`src/rtl/arb_mux_pkg.sv`:
```
// rtl/arb_mux_pkg.sv - shared constants and lock state type for arb_mux
package arb_mux_pkg;

  localparam logic ZERO = 1'b0;
  localparam logic ONE  = 1'b1;

  typedef enum logic {
    ST_IDLE   = 1'b0,
    ST_LOCKED = 1'b1
  } lock_state_e;

endpackage

```
`src/rtl/rr_arbiter.sv`:
```
// rtl/rr_arbiter.sv - round-robin arbiter with one-hot grant and stall-gated pointer
module rr_arbiter #(
  parameter int PORT = 4,
  parameter int IDX  = $clog2(PORT)
) (
  input  logic            clk,
  input  logic            reset,
  input  logic [PORT-1:0] req,
  input  logic            stall,
  output logic [PORT-1:0] granto
);

  localparam int SLOTS = 1 << IDX;

  logic [IDX-1:0]   ptr;
  logic [IDX-1:0]   grant_idx;
  logic [IDX-1:0]   idx;
  logic [SLOTS-1:0] req_pad;
  logic [SLOTS-1:0] grant_pad;
  logic             found;

  // Search wraps over the full power-of-two index space; padded slots never request.
  always_comb begin
    req_pad            = '0;
    req_pad[PORT-1:0]  = req;
    grant_pad          = '0;
    grant_idx          = '0;
    found              = 1'b0;
    idx                = '0;
    for (int i = 0; i < SLOTS; i++) begin
      idx = ptr + IDX'(i);
      if (!found && req_pad[idx]) begin
        found          = 1'b1;
        grant_idx      = idx;
        grant_pad[idx] = 1'b1;
      end
    end
  end

  assign granto = stall ? '0 : grant_pad[PORT-1:0];

  always_ff @(posedge clk) begin
    if (reset) begin
      ptr <= '0;
    end else if (!stall && found) begin
      ptr <= grant_idx + IDX'(1);
    end
  end

endmodule

```
`src/rtl/arb_mux.sv`:
```
// rtl/arb_mux.sv - N:1 round-robin arbitrated mux with registered output and packet lock
module arb_mux
  import arb_mux_pkg::*;
#(
  parameter int PORT = 4,
  parameter int DATA = 32,
  parameter int LOCK = 0,
  parameter int IDX  = $clog2(PORT)
) (
  input  logic                 clk,
  input  logic                 reset,
  input  logic [PORT-1:0]      in_valid,
  output logic [PORT-1:0]      in_ready,
  input  logic [PORT-1:0]      in_last,
  input  logic [PORT*DATA-1:0] in_data,
  output logic                 out_valid,
  input  logic                 out_ready,
  output logic [DATA-1:0]      out_data,
  output logic [IDX-1:0]       out_port,
  output logic                 out_last
);

  lock_state_e     state;
  logic [IDX-1:0]  lock_port;
  logic [IDX-1:0]  grant_idx;
  logic [IDX-1:0]  xfer_idx;
  logic [PORT-1:0] granto;
  logic [PORT-1:0] lock_mask;
  logic [DATA-1:0] xfer_data;
  logic            xfer_last;
  logic            accept;
  logic            locked;
  logic            xfer;

  assign accept = !out_valid || out_ready;
  assign locked = (state == ST_LOCKED);

  rr_arbiter #(.PORT(PORT), .IDX(IDX)) u_arb (
    .clk    (clk),
    .reset  (reset),
    .req    (in_valid),
    .stall  (!accept || locked),
    .granto (granto)
  );

  always_comb begin
    grant_idx = '0;
    lock_mask = '0;
    for (int k = 0; k < PORT; k++) begin
      if (granto[k]) grant_idx = IDX'(k);
      lock_mask[k] = (lock_port == IDX'(k)) && accept;
    end
  end

  assign in_ready = reset ? '0 : (locked ? lock_mask : granto);
  assign xfer     = |(in_valid & in_ready);
  assign xfer_idx = locked ? lock_port : grant_idx;

  always_comb begin
    xfer_data = '0;
    xfer_last = 1'b0;
    for (int k = 0; k < PORT; k++) begin
      if (xfer_idx == IDX'(k)) begin
        xfer_data = in_data[k*DATA +: DATA];
        xfer_last = in_last[k];
      end
    end
  end

  // A new accept overrides the drain, so drain and refill share a cycle without a bubble.
  always_ff @(posedge clk) begin
    if (reset) begin
      out_valid <= ZERO;
      out_data  <= '0;
      out_port  <= '0;
      out_last  <= ZERO;
    end else if (xfer) begin
      out_valid <= ONE;
      out_data  <= xfer_data;
      out_port  <= xfer_idx;
      out_last  <= (LOCK != 0) ? xfer_last : ZERO;
    end else if (out_ready) begin
      out_valid <= ZERO;
    end
  end

  always_ff @(posedge clk) begin
    if (reset) begin
      state     <= ST_IDLE;
      lock_port <= '0;
    end else if ((LOCK != 0) && xfer) begin
      case (state)
        ST_IDLE: begin
          if (!xfer_last) begin
            state     <= ST_LOCKED;
            lock_port <= grant_idx;
          end
        end
        ST_LOCKED: begin
          if (xfer_last) state <= ST_IDLE;
        end
        default: state <= ST_IDLE;
      endcase
    end
  end

endmodule

```
`config.mk`:
```
export PLATFORM = sky130hd
export DESIGN_NAME = arb_mux
export DESIGN_NICKNAME = d
export VERILOG_FILES = /design/src/rtl/arb_mux_pkg.sv /design/src/rtl/rr_arbiter.sv /design/src/rtl/arb_mux.sv
export SDC_FILE = /design/constraint.sdc
export NUM_CORES = 1
export LEC_CHECK = 0
export ABC_AREA = 1
export BUFFER_PORTS_ARGS = -buffer_cell sky130_fd_sc_hd__clkbuf_2
export CORE_MARGIN = 2
export CORE_UTILIZATION = 49
export CTS_BUF_LIST = sky130_fd_sc_hd__clkbuf_8 sky130_fd_sc_hd__clkbuf_16
export CTS_CLUSTER_DIAMETER = 40
export DETAILED_ROUTE_END_ITERATION = 6
export PLACE_DENSITY = 0.87
export SYNTH_ARGS = -nofsm -noshare
export SYNTH_HDL_FRONTEND = slang
export SYNTH_HIERARCHICAL = 1
export SYNTH_SLANG_ARGS = --single-unit
```
`constraint.sdc`:
```
create_clock -name clk -period 3.9 [get_ports clk]
set_input_delay 0 -clock clk [delete_from_list [all_inputs] [get_ports clk]]
set_output_delay 0 -clock clk [all_outputs]
set_load 0.03 [all_outputs]
```
==> impl_metrics.tcl, run 1 <==
set metrics [dict create \
    status "completed" \
    final_cell_mix "nand2_1 (207), clkbuf_2 (173), nor2_1 (84)" \
    drv_slew 0 \
    ys_types 33 \
    crit_fanout 31 \
    diodes 0 \
    num_vias 4022 \
    grt.overflow.total 0 \
    cts_hold_buffers 0 \
    synth_area_um2 3290 \
    grtUsageTotal_pct 26.9 \
    wl_per_cell_um 12.4 \
    p_per_area_nw_per_um2 1050 \
    syn_inst 566 \
    setup_viol 0 \
    post_route_cells_drive_above_1_share_pct 31.3 \
    cts_tree "yes" \
    met3_usage_pct 3.95 \
    yosysWarnings 6 \
    placed_cell_area_um2 4120 \
    cp.required_ps 4090 \
    timing.final.ws_setup_ps 393 \
    grt_use_met2_pct 49.6 \
    endpoint_kind "register" \
    cp.arrival_ps 3700 \
    skew_ps 2.54 \
    hold_class "input port to register" \
    final_hold_viol_count 0 \
    h-tree-depth 2 \
    ant_nets 0 \
    crit_buf_inv 6 \
    place_hpwl_um 7700 \
    first_pass_iters 5 \
    num_io_pins 179 \
    max_freq_ghz 0.285 \
    cts.clk_slew.worst_paths_ps 80 \
    syn_avg_cell_area_um2 5.82 \
    busiest_layer "met2" \
    start_util_pct 51.3 \
    path_common_cell "nor2_1" \
    critPathKind "register to register" \
    ys_ff_latch 37 \
    initialDrtViolationCount 168 \
    slowest_stage "dfxtp_1" \
    fin_crit_sh_pct 89.9 \
    final_util_pct 65.8 \
    min_period_ps 3510 \
    tns_ps 0 \
    syn_to_final_growth_pct 28.5 \
    fin_area_um2 4230 \
    post_cts_buffers 0 \
    dpl_worst_slack_ps 451 \
    wl_um 9920 \
    via_per_inst 5.01 \
    grt_max_degree 38 \
    crit_chain "inv_2 -> ha_1 -> inv_1 -> nand3_1 -> nand2_1 -> nor2_1 -> a22oi_1 -> nand3_1 -> nand2_1 -> inv_1 -> buf_4 -> inv_2 -> nand2_1 -> buf_4 -> nand3_1 -> nor2_1 -> nor2_1 -> nor2_1 -> nor2_1" \
    drc 0 \
    grt_pass1_wl_um 16300 \
    p_leak_nw 2.42 \
    gp_congestion 0.974 \
    max_cap_viol_count 0 \
    root_buffer "clkbuf_8" \
    cts_buffer_depth 2 \
    die_x_um 86.0 \
    insertion_delay_ps 290 \
    row_count 29 \
    die_y_um 86.0 \
    yosysSeqAreaShare_pct 22.5 \
    antenna_found_initial 0 \
    cp_top_family "simple AND/OR/NAND/NOR gates" \
    nets 871 \
    peakVddDrop_mv 0.506 \
    rsz0062_at_grt "false" \
    syn-num-nets 713 \
    grt_util_met1_pct 31.0 \
    clkSinkCount 37 \
    cts_inserted_buffers 5 \
    io_buffers 173 \
    dieArea_um2 7390 \
    grt_pass1_vias 3726 \
    core-area_um2 6420 \
    slowest_delay_ps 560 \
    final_common_cell "nand2_1" \
    start_kind "register" \
]
## cells in the mapped netlist, drive strengths merged
master / count / area share, %
a211oi: 1 / 0.38
a21oi: 3 / 0.57
a22oi: 3 / 0.68
a31o: 1 / 0.27
buf: 25 / 5.4
clkbuf: 5 / 0.57
conb: 1 / 0.11
dfxtp: 37 / 23
ha: 8 / 3.0
inv: 66 / 7.9
nand2: 220 / 27
nand3: 68 / 12
nand4: 32 / 6.3
nor2: 88 / 12
nor3: 1 / 0.49
o21a: 1 / 0.23
o21ai: 2 / 0.30
or2: 4 / 0.76
## flip-flops by register name, summed over array words and instances, names as in the netlist
signal,count
out_data,32
out_port,2
u_arb/ptr,2
out_valid,1
## report_power, final
group	internal, mW	leakage (nW)	switching, mW
Combinational	1.05	2.06	2.40
Sequential	0.572	0.305	0.116
Clock	0.163	0.0549	0.146
Total	1.79	2.42	2.66
## path summary, 6_finish.rpt
check / from / endpoint / slack [ps] / cells past startpoint
hold / removal: in_data[105] / out_data[9] / 10 / 5
setup reg to reg: u_arb/ptr[1] / out_data[12] / 390 / 19
setup / recovery: u_arb/ptr[1] / out_data[12] / 390 / 19
hold reg to reg: out_port[0] / out_port[0] / 490 / 2
## per-stage QoR
step / cells / hold WS, ps / power (mW)
2_1_floorplan: 566 / 73.0 / 3.45
3_3_place_gp: 794 / 303 / 4.03
3_5_place_dp: 794 / 310 / 4.13
4_1_cts: 802 / 2.23 / 4.45
5_1_grt: 802 / 28.5 / 4.90
6_report: 802 / 11.1 / 4.45
## kinds of logic (layout without fill, tap and decap cells)
group / Yosys count / in the layout / share of synthesized area [%]
AOI/OAI and AO/OA: 11 / 11 / 2.43
other: 1 / 1 / 0.114
DFF: 37 / 37 / 22.5
buffers and inverters: 96 / 255 / 13.8
adders and majority gates: 8 / 8 / 3.04
and+or+nand+nor: 413 / 413 / 58.1
## layout make-up
cell class	instances	area, µm²
clock buffer	7	96.3
clock inverter	1	8.76
fill	624	2190
inverter	66	260
multi-input combinational	433	2100
sequential	37	741
tap	77	96.3
timing repair buffer	181	926
## worst min-delay path, cell delays in order
cell	delay, ps
clkbuf_2	70
nand2_1	40
nand2_1	50
nor2_1	30
nor2_1	60
## routing by layer
metal,routed length [µm],vias up
met2,5020,197
met3,713,22
li1,-,2074
met1,3920,1729
met4,264,0
met5,0,-
## timing repair
item / in CTS / in global routing
gates resized for setup: 0 / 1
setup endpoints to repair: 0 / 3
endpoints found under the hold margin: 0 / 0
Power figures use the tool's default switching activity.
==> run 2, diff against run 1 <==
--- a/config.mk
+++ b/config.mk
@@ -12,6 +12,7 @@
 export CTS_BUF_LIST = sky130_fd_sc_hd__clkbuf_8 sky130_fd_sc_hd__clkbuf_16
 export CTS_CLUSTER_DIAMETER = 40
 export DETAILED_ROUTE_END_ITERATION = 6
+export GPL_TIMING_DRIVEN = 0
 export PLACE_DENSITY = 0.87
 export SYNTH_ARGS = -nofsm -noshare
 export SYNTH_HDL_FRONTEND = slang
==> run 2 against run 1 <==
Against the previous run:
- setup slack better by 270 ps
- clock skew grew 2.6 ps
- design area increased by 2.8%
- largest power group unchanged
- highest routed layer unchanged
==> impl_metrics.tcl, run 2 (synthesized netlist as in run 1, its figures left out) <==
set metrics [dict create \
    nets 894 \
    p_comb_share_pct 79.5 \
    reg_top3 "out_data: 32 flops, out_port: 2 flops, u_arb/ptr: 2 flops" \
    regToRegStartpoint "u_arb/ptr[1]" \
    io_buffers 173 \
    holdWs_ps 13.6 \
    cp.arrival_ps 3420 \
    fillers 609 \
    gp_congestion 0.930 \
    setup_viol 0 \
    regArea_um2 741 \
    die_x_um 86.0 \
    final_cell_mix "nand2_1 (207), clkbuf_2 (173), nor2_1 (84)" \
    diodes 0 \
    critPathLaunch "u_arb/ptr[1]" \
    wl_um 10600 \
    slowest_delay_ps 570 \
    grt_use_met2_pct 50.6 \
    num_io_pins 179 \
    cp.required_ps 4080 \
    path_common_cell "nor2_1" \
    layout.cells.non_filler 824 \
    dieArea_um2 7390 \
    first_pass_iters 4 \
    row_count 29 \
    timing.final.ws_setup_ps 665 \
    switching_share_pct 59.1 \
    p_sw_mw 2.74 \
    rsz0062_at_grt "false" \
    syn_to_final_growth_pct 32.0 \
    h-tree-depth 2 \
    cts_inserted_buffers 5 \
    cts_buffer_depth 2 \
    die_y_um 86.0 \
    num_vias 4102 \
    max_cap_viol_count 0 \
    post_route_cells_drive_above_1_share_pct 32.1 \
    status "completed" \
    clkSinkCount 37 \
    pwr-share-clk_pct 5.6 \
    busiest_layer "met2" \
    drv_slew 0 \
    start_kind "register" \
    p_total_mw 4.62 \
    min_period_ps 3240 \
    final_util_pct 67.7 \
    final_common_cell "nand2_1" \
    skew_ps 5.11 \
    tns_ps 0 \
    grt_pass1_vias 3930 \
    met3_usage_pct 4.52 \
    regMostFlops "out_data" \
    max_freq_ghz 0.309 \
    antenna_found_initial 0 \
    p_seq_share_pct 14.9 \
    hold_class "input port to register" \
    p_leak_nw 2.49 \
    max_slew.worst_pin.slew_ps 529 \
    dpl_worst_slack_ps 726 \
    wl_per_cell_um 12.9 \
    drc 0 \
    slowest_stage "dfxtp_1" \
    crit_chain "inv_2 -> ha_1 -> inv_1 -> nand3_1 -> nand2_1 -> nor2_1 -> a22oi_1 -> nand3_1 -> nand2_1 -> inv_1 -> inv_2 -> nand2_1 -> buf_2 -> nand3_1 -> nor2_1 -> nor2_1 -> nor2_1 -> nor2_1" \
    grt_util_met1_pct 32.9 \
    post_cts_buffers 0 \
    fin_crit_sh_pct 83.0 \
    multi_input_area_um2 2100 \
    start_util_pct 51.3 \
    placed_cell_area_um2 4250 \
    ant_nets 0 \
    grt.overflow.total 0 \
    endpoint_kind "register" \
    final_hold_viol_count 0 \
    largest_reg_flops 32 \
    cts_tree "yes" \
    initialDrtViolationCount 172 \
    grt_max_degree 14 \
    power.internal_mw 1.89 \
    place_inst 816 \
    cp_top_family "simple AND/OR/NAND/NOR gates" \
    grtUsageTotal_pct 28.0 \
    fin_area_um2 4350 \
    crit_buf_inv 5 \
    hold_start "in_data[121]" \
    critPathKind "register to register" \
    place_hpwl_um 8620 \
    via_per_inst 4.98 \
    maxSlewHeadroom_pct 64.7 \
    grt_pass1_wl_um 16800 \
    cts.clk_slew.worst_paths_ps 80 \
    crit_fanout 10 \
    peakVddDrop_mv 0.532 \
    insertion_delay_ps 290 \
    root_buffer "clkbuf_8" \
    p_per_area_nw_per_um2 1060 \
    core-area_um2 6420 \
]
-- run 2: worst paths after layout --
kind / slack (ps) / endpoint / depth (start not counted)
setup reg to reg: 660 / out_data[11] / 18
hold reg to reg: 490 / out_port[0] / 2
setup / recovery: 660 / out_data[11] / 18
hold / removal: 10 / out_data[25] / 5
-- run 2: layer usage --
layer | part of all wire [%] | vias up | wire length (µm)
li1 | - | 2125 | -
met1 | 41 | 1784 | 4360
met2 | 49 | 169 | 5240
met3 | 6.6 | 24 | 702
met4 | 2.7 | 0 | 289
met5 | 0 | - | 0
-- run 2: power groups by stage --
stage | combinational [mW] | clock, mW | sequential [mW]
final | 3.68 | 0.260 | 0.688
after detailed placement | 3.64 | 0 | 0.697
after CTS | 3.66 | 0.264 | 0.688
after global placement | 3.56 | 0 | 0.687
after floorplan | 2.42 | 0 | 1.03
after global routing | 4.07 | 0.276 | 0.709
-- run 2: final cells by class --
type                    instances  area share, %
repair buffers                174           20.2
clock inverters                 2          0.288
inverters                      66           5.99
clock buffers                   5           1.58
multi-input cells             433           48.2
flip-flops and latches         37           17.0
plain buffers                  30           4.49
well taps                      77           2.22
-- run 2: tightest hold or removal path: stages --
cell and delay (ps):
clkbuf_2 80, nand2_1 40, nand2_1 50, nor2_1 30, nor2_1 60
-- run 2: what timing repair did --
| action | 4_1_cts | 5_1_grt |
|---|---|---|
| hold endpoints to repair | 1 | 0 |
| setup endpoints to repair | 0 | 0 |
| resized for setup | 0 | 0 |
| hold buffers | 1 | 0 |
